<file path="config.mk">
export PLATFORM = sky130hd
export DESIGN_NAME = router_3_arbiter_flat
export DESIGN_NICKNAME = d
export VERILOG_FILES = /design/src/rtl/router_3_arbiter_if.sv /design/src/rtl/router_3_arbiter.sv /design/src/flat_wrapper.sv
export SDC_FILE = /design/constraint.sdc
export NUM_CORES = 1
export LEC_CHECK = 0
export ABC_AREA = 1
export BUFFER_PORTS_ARGS = -buffer_cell sky130_fd_sc_hd__buf_2
export CORE_AREA = 2 2 39 41
export DETAILED_ROUTE_END_ITERATION = 10
export DIE_AREA = 0 0 41 43
export PLACE_DENSITY_LB_ADDON = 0.15
export RECOVER_POWER = 100
export SLEW_MARGIN = 20
export SYNTH_ARGS = -nofsm -noshare
export SYNTH_HDL_FRONTEND = slang
export SYNTH_SLANG_ARGS = --single-unit
export TNS_END_PERCENT = 5
</file>
<file path="constraint.sdc">
create_clock -name clk -period 1.94 [get_ports clk]
set_input_delay 0.097 -clock clk [delete_from_list [all_inputs] [get_ports clk]]
set_output_delay 0.097 -clock clk [all_outputs]
set_load 0.05 [all_outputs]
</file>
<file path="src/rtl/router_3_arbiter_if.sv">
// Handshake bundle between the three input channels, flow control and the
// router 3 output-port arbiter.
interface router_3_arbiter_if;
    logic       Nreq;
    logic       Wreq;
    logic       Lreq;
    logic       Ntail;
    logic       Wtail;
    logic       Ltail;
    logic       ready;
    logic       Ngrant;
    logic       Wgrant;
    logic       Lgrant;
    logic [1:0] sel;
    logic       Nxfer;
    logic       Wxfer;
    logic       Lxfer;
    logic       busy;

    // The request/flow-control side drives reqs, tails and ready.
    modport master (
        output Nreq, Wreq, Lreq, Ntail, Wtail, Ltail, ready,
        input  Ngrant, Wgrant, Lgrant, sel, Nxfer, Wxfer, Lxfer, busy
    );

    modport slave (
        input  Nreq, Wreq, Lreq, Ntail, Wtail, Ltail, ready,
        output Ngrant, Wgrant, Lgrant, sel, Nxfer, Wxfer, Lxfer, busy
    );
endinterface

</file>
<file path="src/rtl/router_3_arbiter.sv">
// Router 3 output-port arbiter: round-robin over N/W/L, with the port locked
// from header to tail flit and re-arbitration in the tail cycle.
module router_3_arbiter #(
    parameter logic [1:0] RESET_PTR = 2'd0
) (
    input  logic               clk,
    input  logic               rst,
    router_3_arbiter_if.slave  bus
);

    typedef enum logic [1:0] {
        IDLE  = 2'd0,
        GNT_N = 2'd1,
        GNT_W = 2'd2,
        GNT_L = 2'd3
    } state_t;

    state_t     state;
    state_t     state_nxt;
    logic [1:0] ptr;
    logic [1:0] ptr_nxt;
    logic [2:0] req;
    logic [2:0] tail;
    logic [2:0] grant;
    logic [2:0] xfer;
    logic [2:0] win;
    logic       rearb;

    // Returns {found, port}; the first requester in pointer order wins.
    function automatic logic [2:0] arbitrate(input logic [2:0] r, input logic [1:0] p);
        logic [2:0] idx;
        logic [2:0] result;
        result = 3'b000;
        for (int i = 2; i >= 0; i--) begin
            idx = {1'b0, p} + 3'(i);
            if (idx >= 3'd3) idx = idx - 3'd3;
            if (r[idx[1:0]]) result = {1'b1, idx[1:0]};
        end
        return result;
    endfunction

    assign req  = {bus.Lreq, bus.Wreq, bus.Nreq};
    assign tail = {bus.Ltail, bus.Wtail, bus.Ntail};

    assign grant[0] = (state == GNT_N);
    assign grant[1] = (state == GNT_W);
    assign grant[2] = (state == GNT_L);
    assign xfer     = grant & req & {3{bus.ready}};

    assign bus.Ngrant = grant[0];
    assign bus.Wgrant = grant[1];
    assign bus.Lgrant = grant[2];
    assign bus.sel    = state;
    assign bus.busy   = (state != IDLE);
    assign bus.Nxfer  = xfer[0];
    assign bus.Wxfer  = xfer[1];
    assign bus.Lxfer  = xfer[2];

    always_ff @(posedge clk or negedge rst) begin
        if (!rst) begin
            state <= IDLE;
            ptr   <= RESET_PTR;
        end else begin
            state <= state_nxt;
            ptr   <= ptr_nxt;
        end
    end

    // The pointer is advanced at grant time, so a tail-cycle re-arbitration
    // already sees the finishing port last in search order.
    always_comb begin
        state_nxt = state;
        ptr_nxt   = ptr;
        rearb     = (state == IDLE) || ((xfer & tail) != 3'b000);
        win       = arbitrate(req, ptr);
        if (rearb) begin
            if (win[2]) begin
                state_nxt = state_t'(win[1:0] + 2'd1);
                ptr_nxt   = (win[1:0] == 2'd2) ? 2'd0 : win[1:0] + 2'd1;
            end else begin
                state_nxt = IDLE;
            end
        end
    end

endmodule

</file>
<file path="src/flat_wrapper.sv">
// flat-port wrapper written by rule: the top's interface ports become plain ports
module router_3_arbiter_flat 
#(
    parameter logic [1:0] RESET_PTR = 2'd0
)
  (clk, rst, bus_Nreq, bus_Wreq, bus_Lreq, bus_Ntail, bus_Wtail, bus_Ltail, bus_ready, bus_Ngrant, bus_Wgrant, bus_Lgrant, bus_sel, bus_Nxfer, bus_Wxfer, bus_Lxfer, bus_busy);
  router_3_arbiter_if bus_i ();
  input  logic clk;
  input  logic rst;
  input wire logic [$bits(bus_i.Nreq)-1:0] bus_Nreq;
  input wire logic [$bits(bus_i.Wreq)-1:0] bus_Wreq;
  input wire logic [$bits(bus_i.Lreq)-1:0] bus_Lreq;
  input wire logic [$bits(bus_i.Ntail)-1:0] bus_Ntail;
  input wire logic [$bits(bus_i.Wtail)-1:0] bus_Wtail;
  input wire logic [$bits(bus_i.Ltail)-1:0] bus_Ltail;
  input wire logic [$bits(bus_i.ready)-1:0] bus_ready;
  output wire logic [$bits(bus_i.Ngrant)-1:0] bus_Ngrant;
  output wire logic [$bits(bus_i.Wgrant)-1:0] bus_Wgrant;
  output wire logic [$bits(bus_i.Lgrant)-1:0] bus_Lgrant;
  output wire logic [$bits(bus_i.sel)-1:0] bus_sel;
  output wire logic [$bits(bus_i.Nxfer)-1:0] bus_Nxfer;
  output wire logic [$bits(bus_i.Wxfer)-1:0] bus_Wxfer;
  output wire logic [$bits(bus_i.Lxfer)-1:0] bus_Lxfer;
  output wire logic [$bits(bus_i.busy)-1:0] bus_busy;
  assign bus_i.Nreq = bus_Nreq;
  assign bus_i.Wreq = bus_Wreq;
  assign bus_i.Lreq = bus_Lreq;
  assign bus_i.Ntail = bus_Ntail;
  assign bus_i.Wtail = bus_Wtail;
  assign bus_i.Ltail = bus_Ltail;
  assign bus_i.ready = bus_ready;
  assign bus_Ngrant = bus_i.Ngrant;
  assign bus_Wgrant = bus_i.Wgrant;
  assign bus_Lgrant = bus_i.Lgrant;
  assign bus_sel = bus_i.sel;
  assign bus_Nxfer = bus_i.Nxfer;
  assign bus_Wxfer = bus_i.Wxfer;
  assign bus_Lxfer = bus_i.Lxfer;
  assign bus_busy = bus_i.busy;
  router_3_arbiter #(.RESET_PTR(RESET_PTR)) u_core (.clk(clk), .rst(rst), .bus(bus_i));
endmodule
</file>
======== Yosys cells after proc, flatten, opt, wreduce, memory -nomap -nowiden ========
Cells that the tools add are included.
word-level totals
  register bits after elaboration ......... 4
  input port bits ......................... 9
  output and inout bits ................... 9
  word-level logic and storage cells ...... 40
operators by class
  add/sub/neg operators ................... 6
  magnitude comparators ................... 6
  equal/unequal tests ..................... 4
  mux-type cells .......................... 14
  bitwise operators ....................... 3
  reduce and logical (&&, ||, !) cells .... 5
operator list
  cell                                                        count
  2-to-1 mux 2 bit                                            5
  bitwise AND 3 bit                                           3
  less-than comparator 2 x 3 -> 1 bit, second input constant  3
  2-to-1 mux 3 bit                                            3
  binary-select mux 1 bit (select 2 bit)                      3
  equality test 2 bit, second input constant                  3
  >= comparator 3 x 2 -> 1 bit, second input constant         2
  subtractor 2 bit, second input constant                     3
  adder 2 x 1 -> 3 bit, second input constant                 1
  adder 2 x 2 -> 3 bit, second input constant                 1
  2-to-1 mux 1 bit                                            3
  nonzero test 3 bit                                          1
  adder 2 x 1 -> 2 bit, second input constant                 1
  equality test 2 x 1 -> 1 bit, second input constant         1
  >= comparator 2 bit, second input constant                  1
  zero test 2 bit                                             1
  AND reduction 2 bit                                         1
  nonzero test 2 bit                                          1
  logical OR 1 bit                                            1

======== Logic depth before layout (Yosys ltp) ========
Gate-level depths: netlist of the first run.
  depth in word-level cells ............... 10
  gate-level depth with buffers ........... 14
  depth with buffers taken out ............ 14

======== Worst setup path after synthesis of the first run ========
OpenSTA, ideal clock, no wires.
  path kind ............................... reg-to-output
  start point ............................. reg u_core.state[1], in the netlist u_core.bus.sel[1]
  end point ............................... out bus_Wxfer
  arrival ................................. 2.037 ns
  data required time ...................... 1.843 ns
  slack ................................... -0.194 ns
  stages on the path, launching flop included .. 5
  buffers on the path ..................... 0
  cells stage by stage .................... dfrtp_1 inv_2 nor2_2 nand2_1 nor2_1
on the way
  cells in the longest elaborated chain, start to end .. 3
RTL lines
  item                             line                    text
  start: declaration               router_3_arbiter.sv:18  state_t state;
  start signal: assignment         router_3_arbiter.sv:64  state <= state_nxt;
  equality test 2 bit              router_3_arbiter.sv:46  assign grant[1] = (state == GNT_W);
  via bus_Wgrant                   flat_wrapper.sv:18      output wire logic [$bits(bus_i.Wgrant)-1:0] bus_Wgrant;
  bitwise AND 3 bit (2 in series)  router_3_arbiter.sv:48  assign xfer = grant & req & {3{bus.ready}};
  end: declaration                 flat_wrapper.sv:22      output wire logic [$bits(bus_i.Wxfer)-1:0] bus_Wxfer;
The timed path passes the listed nets, and every way through them passes these cells.

======== Worst setup path in the final report of the first run ========
  start point ............................. reg u_core.ptr[0]
  end point ............................... reg u_core.ptr[1]
on the way
  cells in the longest elaborated chain, start to end .. 10
  elaborated cells between the ends (all ways) .. 24
  classes of those cells .................. add/sub: 6; order compare: 3; eq/ne: 1; mux: 13; reduce/logical: 1
RTL lines
  item                                                              line                    text
  start: declaration                                                router_3_arbiter.sv:20  logic [1:0] ptr;
  start signal: assignment                                          router_3_arbiter.sv:65  ptr <= ptr_nxt;
  adder 2 x 2 -> 3 bit                                              router_3_arbiter.sv:35  idx = {1'b0, p} + 3'(i);
  >= comparator 3 x 2 -> 1 bit or subtractor 2 bit (tied branches)  router_3_arbiter.sv:36  if (idx >= 3'd3) idx = idx - 3'd3;
  2-to-1 mux 2 bit                                                  router_3_arbiter.sv:36
  binary-select mux 1 bit (select 2 bit)                            router_3_arbiter.sv:37  if (r[idx[1:0]]) result = {1'b1, idx[1:0]};
  2-to-1 mux 1 bit (implied by the code)                            router_3_arbiter.sv:37
  2-to-1 mux 3 bit (2 in series)                                    router_3_arbiter.sv:37
  2-to-1 mux 3 bit *                                                router_3_arbiter.sv:37
  adder 2 x 1 -> 2 bit or equality test 2 bit (tied branches)       router_3_arbiter.sv:79  ptr_nxt = (win[1:0] == 2'd2) ? 2'd0 : win[1:0] + 2'd1;
  2-to-1 mux 2 bit                                                  router_3_arbiter.sv:79
Mark *: on every way between the ends. The rest lies on a longest branch, timed or not. The select of a mux whose other input is x is not followed.
A chain may end at the register's enable or synchronous reset.

==> run_summary.xml, run 1 <==
<?xml version="1.0" encoding="UTF-8"?>
<metrics>
  <group name="logic_synthesis">
    <metric name="synth-seq-cells" unit="">4</metric>
    <metric name="synth.top_cells.by_count" unit="">nand2_1, inv_1, nand3_1</metric>
    <metric name="synth.yosys.seq_area_share" unit="">0.196</metric>
    <metric name="yosys_warnings" unit="">0</metric>
    <metric name="yosysTopAreaCell" unit="">dfrtp_1</metric>
    <metric name="synth.area.top_cells" unit="">dfrtp_1, nand2_1, ha_1</metric>
    <metric name="post-synth-top-count-cell" unit="">nand2_1</metric>
    <metric name="average_instance_area_after_synthesis" unit="µm²">6.65</metric>
    <metric name="synthesis.nets" unit="">91</metric>
    <metric name="ys_dominant_reg_cell" unit="">dfrtp_1</metric>
    <metric name="synth.lib_cells_used.distinct" unit="">20</metric>
    <metric name="syn-cell-area" unit="µm²">512</metric>
    <metric name="synth-edff-count" unit="">0</metric>
    <metric name="synth_largest_type_area_fraction" unit="">0.196</metric>
    <metric name="synth_cells" unit="">77</metric>
    <metric name="synth-async-reset-ratio" unit="">1.00</metric>
  </group>
  <group name="setup_path">
    <metric name="crit_type" unit="">flip-flop to flip-flop</metric>
    <metric name="crit_arrival" unit="ns">1.91</metric>
    <metric name="cp-start-kind" unit="">flip-flop</metric>
    <metric name="worst_setup_path_end_kind" unit="">flip-flop</metric>
    <metric name="worst_reg_to_reg_path_cell_count" unit="">14</metric>
    <metric name="worstPathRequired" unit="ns">2.05</metric>
    <metric name="worstPathMaxFanout" unit="">5</metric>
  </group>
  <group name="route">
    <metric name="drt_first_iter_violations" unit="">5</metric>
    <metric name="wirelength" unit="mm">1.19</metric>
    <metric name="wl_per_cell" unit="µm">10.0</metric>
    <metric name="dr_total_vias" unit="">545</metric>
    <metric name="detail_route.drc_violations" unit="">0</metric>
    <metric name="via_density_per_instance" unit="">4.58</metric>
    <metric name="firstDrtPassIters" unit="">3</metric>
    <metric name="drtAntennaViolNets" unit="">0</metric>
  </group>
  <group name="final_layout">
    <metric name="final_core_utilization" unit="">0.525</metric>
    <metric name="final_cell_area" unit="µm²">727</metric>
    <metric name="finish.cell_count_without_fillers" unit="">119</metric>
    <metric name="nNetsFinal" unit="">119</metric>
    <metric name="antenna_cells_inserted" unit="">0</metric>
    <metric name="final-seq-area" unit="µm²">101</metric>
    <metric name="fillerInstances" unit="">148</metric>
    <metric name="area_occupied_by_multi_input_gates" unit="µm²">404</metric>
    <metric name="syn2layout_area_growth" unit="%">42.1</metric>
    <metric name="final_layout_size_suffix_gt1_frac" unit="">0.398</metric>
  </group>
  <group name="sta">
    <metric name="hold_viol" unit="">0</metric>
    <metric name="maxSlewHeadroom" unit="">0.594</metric>
    <metric name="finalClockSkew" unit="ns">0.00148</metric>
    <metric name="report.final.setup_viol" unit="">0</metric>
    <metric name="finalHoldWorstSlack" unit="ns">0.226</metric>
    <metric name="timing_worst_slew_pin_value" unit="ns">0.612</metric>
    <metric name="timing.final.ws_setup" unit="ns">0.144</metric>
    <metric name="max_freq" unit="GHz">0.557</metric>
    <metric name="finalSetupTns" unit="ns">0</metric>
    <metric name="final_min_period_over_clock_period" unit="">0.926</metric>
    <metric name="maxSlewViolCount" unit="">0</metric>
    <metric name="finalWorstPathRequiredPeriod" unit="ns">1.80</metric>
  </group>
  <group name="clock_network">
    <metric name="clock-sinks" unit="">4</metric>
    <metric name="cts_tree" unit="">done</metric>
    <metric name="ctsHtreeMaxLevel" unit="">1</metric>
    <metric name="cts_buffers" unit="">3</metric>
    <metric name="worst_skew_pair.late_latency" unit="ns">0.23</metric>
    <metric name="clockBufferDepth" unit="">2</metric>
    <metric name="worst_setup_hold_path_clk_slew" unit="ns">0.04</metric>
    <metric name="cts_root_buf" unit="">clkbuf_4</metric>
  </group>
  <group name="die">
    <metric name="die-height" unit="µm">43</metric>
    <metric name="ios" unit="">18</metric>
    <metric name="die-area" unit="µm²">1760</metric>
    <metric name="die_w" unit="µm">41</metric>
    <metric name="initial_core_util" unit="">0.370</metric>
    <metric name="core.rowCount" unit="">14</metric>
    <metric name="core_area" unit="µm²">1380</metric>
  </group>
  <group name="pwr">
    <metric name="power_total" unit="mW">1.50</metric>
    <metric name="power.density" unit="nW/µm²">2060</metric>
    <metric name="vdd_ir_drop_max" unit="µV">1480</metric>
    <metric name="p_leak" unit="nW">0.368</metric>
  </group>
  <group name="placed_design">
    <metric name="placedInstanceArea" unit="µm²">647</metric>
    <metric name="port-buffer-count" unit="">17</metric>
    <metric name="gpl.final_weighted_congestion" unit="">0.711</metric>
    <metric name="dp_cells" unit="">113</metric>
    <metric name="place_ws" unit="ns">-0.0624</metric>
    <metric name="dp_hpwl" unit="µm">981</metric>
  </group>
  <group name="worst_hold_path">
    <metric name="hold_path.class" unit="">primary input to async pin</metric>
  </group>
  <group name="global_route">
    <metric name="antenna_found_initial" unit="">0</metric>
    <metric name="grt_max_degree" unit="">7</metric>
    <metric name="grt_overflow_total" unit="">0</metric>
    <metric name="grt_first_pass_wirelength" unit="mm">1.93</metric>
    <metric name="grt.total_usage" unit="">0.166</metric>
    <metric name="grt_pass1_vias" unit="">479</metric>
  </group>
  <group name="outcome">
    <metric name="run_status" unit="">finished, final reports clean</metric>
  </group>
  <group name="flow_run">
    <metric name="max_cap_viol_count" unit="">0</metric>
  </group>
</metrics>
==> cells in the final DEF (no fill, tap or decap) <==
| master | Yosys | final |
|---|---|---|
| a21oi_1 | 1 | 1 |
| buf_2 | 0 | 7 |
| buf_4 | 0 | 4 |
| clkbuf_1 | 0 | 10 |
| clkbuf_4 | 0 | 4 |
| dfrtp_1 | 4 | 3 |
| dfrtp_2 | 0 | 1 |
| dlygate4sd3_1 | 0 | 1 |
| ha_1 | 5 | 2 |
| ha_2 | 0 | 1 |
| ha_4 | 0 | 2 |
| inv_1 | 12 | 10 |
| inv_2 | 3 | 4 |
| inv_4 | 0 | 1 |
| nand2_1 | 24 | 22 |
| nand2_2 | 2 | 4 |
| nand2_4 | 1 | 1 |
| nand3_1 | 10 | 9 |
| nand3_2 | 2 | 3 |
| nand3b_1 | 1 | 1 |
| nand4_2 | 1 | 1 |
| nand4_4 | 1 | 1 |
| nor2_2 | 2 | 3 |
| nor2_4 | 1 | 1 |
| nor3_2 | 0 | 1 |
| o21ai_0 | 3 | 1 |
| o21ai_1 | 0 | 1 |
| o21ai_2 | 1 | 2 |
| or2_1 | 1 | 1 |
==> repair_timing <==
item / CTS / global route
buffers inserted: 0 / 2
endpoints found under the setup margin: 1 / 1
pin swaps: 0 / 3
hold buffers: 1 / 0
hold endpoints to repair: 4 / 0
gates resized for setup: 2 / 11
==> report_power, final <==
part | internal, mW | leakage (nW) | switching, mW
clock network | 0.0689 | 0.0138 | 0.0296
registers | 0.128 | 0.0484 | 0.0472
logic | 0.453 | 0.306 | 0.772
==> final cells by class <==
type | instances | share of cell area
clock buffer | 3 | 0.0310
inverter | 15 | 0.0809
multi-input combinational | 58 | 0.556
sequential | 4 | 0.139
tap | 16 | 0.0275
timing repair buffer | 23 | 0.165
==> critical path, cell delays in order, from the launching register on <==
cell and delay (ns):
dfrtp_1 0.39, inv_2 0.10, ha_4 0.22, inv_4 0.07, nand2_1 0.05, nand2_1 0.08, nand2_2 0.07, nand2_1 0.05
nand2_1 0.04, nand3_1 0.07, nand2_2 0.07, clkbuf_4 0.13, ha_1 0.19, nand3_1 0.08, nand2_1 0.06
==> worst paths after layout <==
| check | from | slack [ns] | endpoint |
|---|---|---|---|
| min in group clk | bus_Ltail | 0.25 | u_core.bus.sel[1] |
| worst min-delay path | rst | 0.23 | u_core.bus.sel[0] |
| worst max-delay path | u_core.ptr[0] | 0.14 | u_core.ptr[1] |
| worst max register to register | u_core.ptr[0] | 0.14 | u_core.ptr[1] |
| max in group asynchronous | rst | 1.51 | u_core.ptr[1] |
| worst min register to register | u_core.ptr[0] | 0.53 | u_core.ptr[0] |
==> flip-flops by register name, indices dropped and copies added (netlist names) <==
name            flops
u_core.ptr          2
u_core.bus.sel      2
==> routing by layer <==
layer / vias up / GRT usage / wire, µm
met4: 0 / 0.120 / 8
met2: 6 / 0.241 / 628
met5: - / 0 / 0
met3: 2 / 0.0314 / 20
met1: 241 / 0.208 / 536
li1: 296 / - / -
==> kinds of logic (layout without fill, tap and decap cells) <==
group	after synthesis	in the layout	synth area share
adder cells (fa/ha/maj)	5	5	0.122
flip-flops	4	4	0.196
buffers and inverters	15	41	0.110
AO/OA/AOI/OAI	5	5	0.0562
AND/OR/NAND/NOR	48	48	0.516
No activity file was read; power rests on OpenSTA's default activity.
==> inputs of run 2 (changes only) <==
--- a/config.mk
+++ b/config.mk
@@ -12,6 +12,7 @@
 export DIE_AREA = 0 0 41 43
 export PLACE_DENSITY_LB_ADDON = 0.15
 export RECOVER_POWER = 100
+export SETUP_SLACK_MARGIN = 0.15
 export SLEW_MARGIN = 20
 export SYNTH_ARGS = -nofsm -noshare
 export SYNTH_HDL_FRONTEND = slang
==> run_summary.xml, run 2 (synthesis results as in run 1) <==
<?xml version="1.0" encoding="UTF-8"?>
<metrics>
  <group name="outcome">
    <metric name="run_status" unit="">finished, final reports clean</metric>
  </group>
  <group name="clock_network">
    <metric name="cts_buffers" unit="">3</metric>
    <metric name="ctsHtreeMaxLevel" unit="">1</metric>
    <metric name="cts_root_buf" unit="">clkbuf_4</metric>
    <metric name="clock-sinks" unit="">4</metric>
    <metric name="worst_skew_pair.late_latency" unit="ns">0.23</metric>
    <metric name="clockBufferDepth" unit="">2</metric>
    <metric name="worst_setup_hold_path_clk_slew" unit="ns">0.04</metric>
    <metric name="cts_tree" unit="">done</metric>
  </group>
  <group name="global_route">
    <metric name="grt_overflow_total" unit="">0</metric>
    <metric name="grt_first_pass_wirelength" unit="mm">2.04</metric>
    <metric name="grt.total_usage" unit="">0.174</metric>
    <metric name="grt_max_degree" unit="">7</metric>
    <metric name="grt_pass1_vias" unit="">506</metric>
    <metric name="antenna_found_initial" unit="">0</metric>
  </group>
  <group name="route">
    <metric name="wirelength" unit="mm">1.26</metric>
    <metric name="wl_per_cell" unit="µm">10.6</metric>
    <metric name="via_density_per_instance" unit="">4.64</metric>
    <metric name="drtAntennaViolNets" unit="">0</metric>
    <metric name="drt_first_iter_violations" unit="">6</metric>
    <metric name="firstDrtPassIters" unit="">2</metric>
    <metric name="dr_total_vias" unit="">552</metric>
    <metric name="detail_route.drc_violations" unit="">0</metric>
  </group>
  <group name="setup_path">
    <metric name="path_common_cell" unit="">nand2_1</metric>
    <metric name="worst_setup_path_end_kind" unit="">flip-flop</metric>
    <metric name="worstPathMaxFanout" unit="">4</metric>
    <metric name="crit_slowest_cell" unit="">dfrtp_1</metric>
    <metric name="critPathMaxStageDelay" unit="ns">0.39</metric>
    <metric name="crit_arrival" unit="ns">1.94</metric>
    <metric name="cp_cell_sequence" unit="">inv_1, ha_2, nand2_1, nand3_2, nand2_2, o21ai_1, nand2_1, nand2_1, nand2_2, ha_4, nand3_2, o21ai_2</metric>
    <metric name="cp-start-kind" unit="">flip-flop</metric>
    <metric name="worstPathRequired" unit="ns">2.10</metric>
    <metric name="crit_type" unit="">flip-flop to flip-flop</metric>
  </group>
  <group name="die">
    <metric name="initial_core_util" unit="">0.370</metric>
    <metric name="core_area" unit="µm²">1380</metric>
    <metric name="die-area" unit="µm²">1760</metric>
    <metric name="ios" unit="">18</metric>
    <metric name="die-height" unit="µm">43</metric>
    <metric name="core.rowCount" unit="">14</metric>
    <metric name="die_w" unit="µm">41</metric>
  </group>
  <group name="placed_design">
    <metric name="gpl.final_weighted_congestion" unit="">0.711</metric>
    <metric name="dp_hpwl" unit="µm">981</metric>
    <metric name="port-buffer-count" unit="">17</metric>
  </group>
  <group name="final_layout">
    <metric name="antenna_cells_inserted" unit="">0</metric>
    <metric name="final_core_utilization" unit="">0.554</metric>
    <metric name="final_layout_size_suffix_gt1_frac" unit="">0.485</metric>
    <metric name="nNetsFinal" unit="">119</metric>
    <metric name="syn2layout_area_growth" unit="%">49.9</metric>
    <metric name="mostFrequentLayoutCell" unit="">nand2_1</metric>
    <metric name="layout_common_cells" unit="">nand2_1, inv_1, clkbuf_1</metric>
  </group>
  <group name="pwr">
    <metric name="vdd_ir_drop_max" unit="µV">1500</metric>
    <metric name="p_leak" unit="nW">0.373</metric>
    <metric name="power_total" unit="mW">1.58</metric>
    <metric name="power.density" unit="nW/µm²">2050</metric>
  </group>
  <group name="sta">
    <metric name="final_min_period_over_clock_period" unit="">0.917</metric>
    <metric name="finalWorstPathRequiredPeriod" unit="ns">1.78</metric>
    <metric name="rsz0062_at_grt" unit="">true</metric>
    <metric name="report.final.setup_viol" unit="">0</metric>
    <metric name="maxSlewHeadroom" unit="">0.594</metric>
    <metric name="timing_worst_slew_pin_value" unit="ns">0.612</metric>
    <metric name="hold_viol" unit="">0</metric>
    <metric name="maxSlewViolCount" unit="">0</metric>
    <metric name="finalHoldWorstSlack" unit="ns">0.227</metric>
    <metric name="finalClockSkew" unit="ns">0.00148</metric>
    <metric name="finalSetupTns" unit="ns">0</metric>
    <metric name="max_freq" unit="GHz">0.562</metric>
  </group>
  <group name="worst_hold_path">
    <metric name="hold_path.class" unit="">primary input to async pin</metric>
  </group>
  <group name="flow_run">
    <metric name="max_cap_viol_count" unit="">0</metric>
  </group>
</metrics>
run 2: cell count changes in the layout (fill, tap and decap cells not counted), moves of 2 or more:
cell,delta
nand2_1,-4
nand2_2,+4
ha_1,-2
nand3_2,+3
nand3_1,-3
run 2: per-layer routing:
layer  track usage  vias up  part of all wire  wire length, µm
met5             0        -                 0                0
met4         0.120        0            0.0064                8
met3        0.0314        2             0.016               20
met2         0.263        6              0.54              678
met1         0.212      246              0.44              550
li1              -      298                 -                -
run 2: timing repair:
action / CTS / global route
hold endpoints to repair: 4 / 0
setup endpoints to repair: 3 / 3
resized for setup: 15 / 10
hold buffers: 1 / 0
pin swaps: 6 / 7
setup buffers: 2 / 0
run 2: worst paths after layout:
path	start	to	slack (ns)	depth (start not counted)
hold reg to reg	u_core.ptr[0]	u_core.ptr[0]	0.52	2
min in group clk	bus_Ltail	u_core.bus.sel[1]	0.26	4
setup / recovery	u_core.ptr[0]	u_core.bus.sel[1]	0.16	12
max in group asynchronous	rst	u_core.ptr[1]	1.51	2
hold / removal	rst	u_core.bus.sel[0]	0.23	2
setup reg to reg	u_core.ptr[0]	u_core.bus.sel[1]	0.16	12
run 2: per-stage QoR:
stage	cells	worst slack [ns]	cell area [µm²]
after floorplan	77	-0.0158	519
after detailed placement	113	-0.0624	647
final	119	0.161	767
after global placement	113	-0.0182	647
after CTS	119	0.146	742
after global routing	119	0.0520	767
run 2: area by class of cell:
class                           instances  area [µm²]
Clock buffer                            3        22.5
Fill cell                             148         617
Inverter                               15        58.8
Multi-Input combinational cell         58         444
Sequential cell                         4         101
Tap cell                               16        20.0
Timing Repair Buffer                   23         120
run 2: power by group:
part	switching, mW	internal [mW]	leakage, nW
clock	0.0296	0.0689	0.0138
sequential	0.0464	0.128	0.0484
combinational	0.829	0.475	0.311
total	0.905	0.671	0.373
run 2: critical path: cells and delay by family, from the launching register on:
family                     cells  cell delay, ns
buffers and inverters          1            0.13
DFF                            1            0.39
and+or+nand+nor                7            0.49
adders and majority gates      2            0.52
AOI/OAI and AO/OA              2            0.17
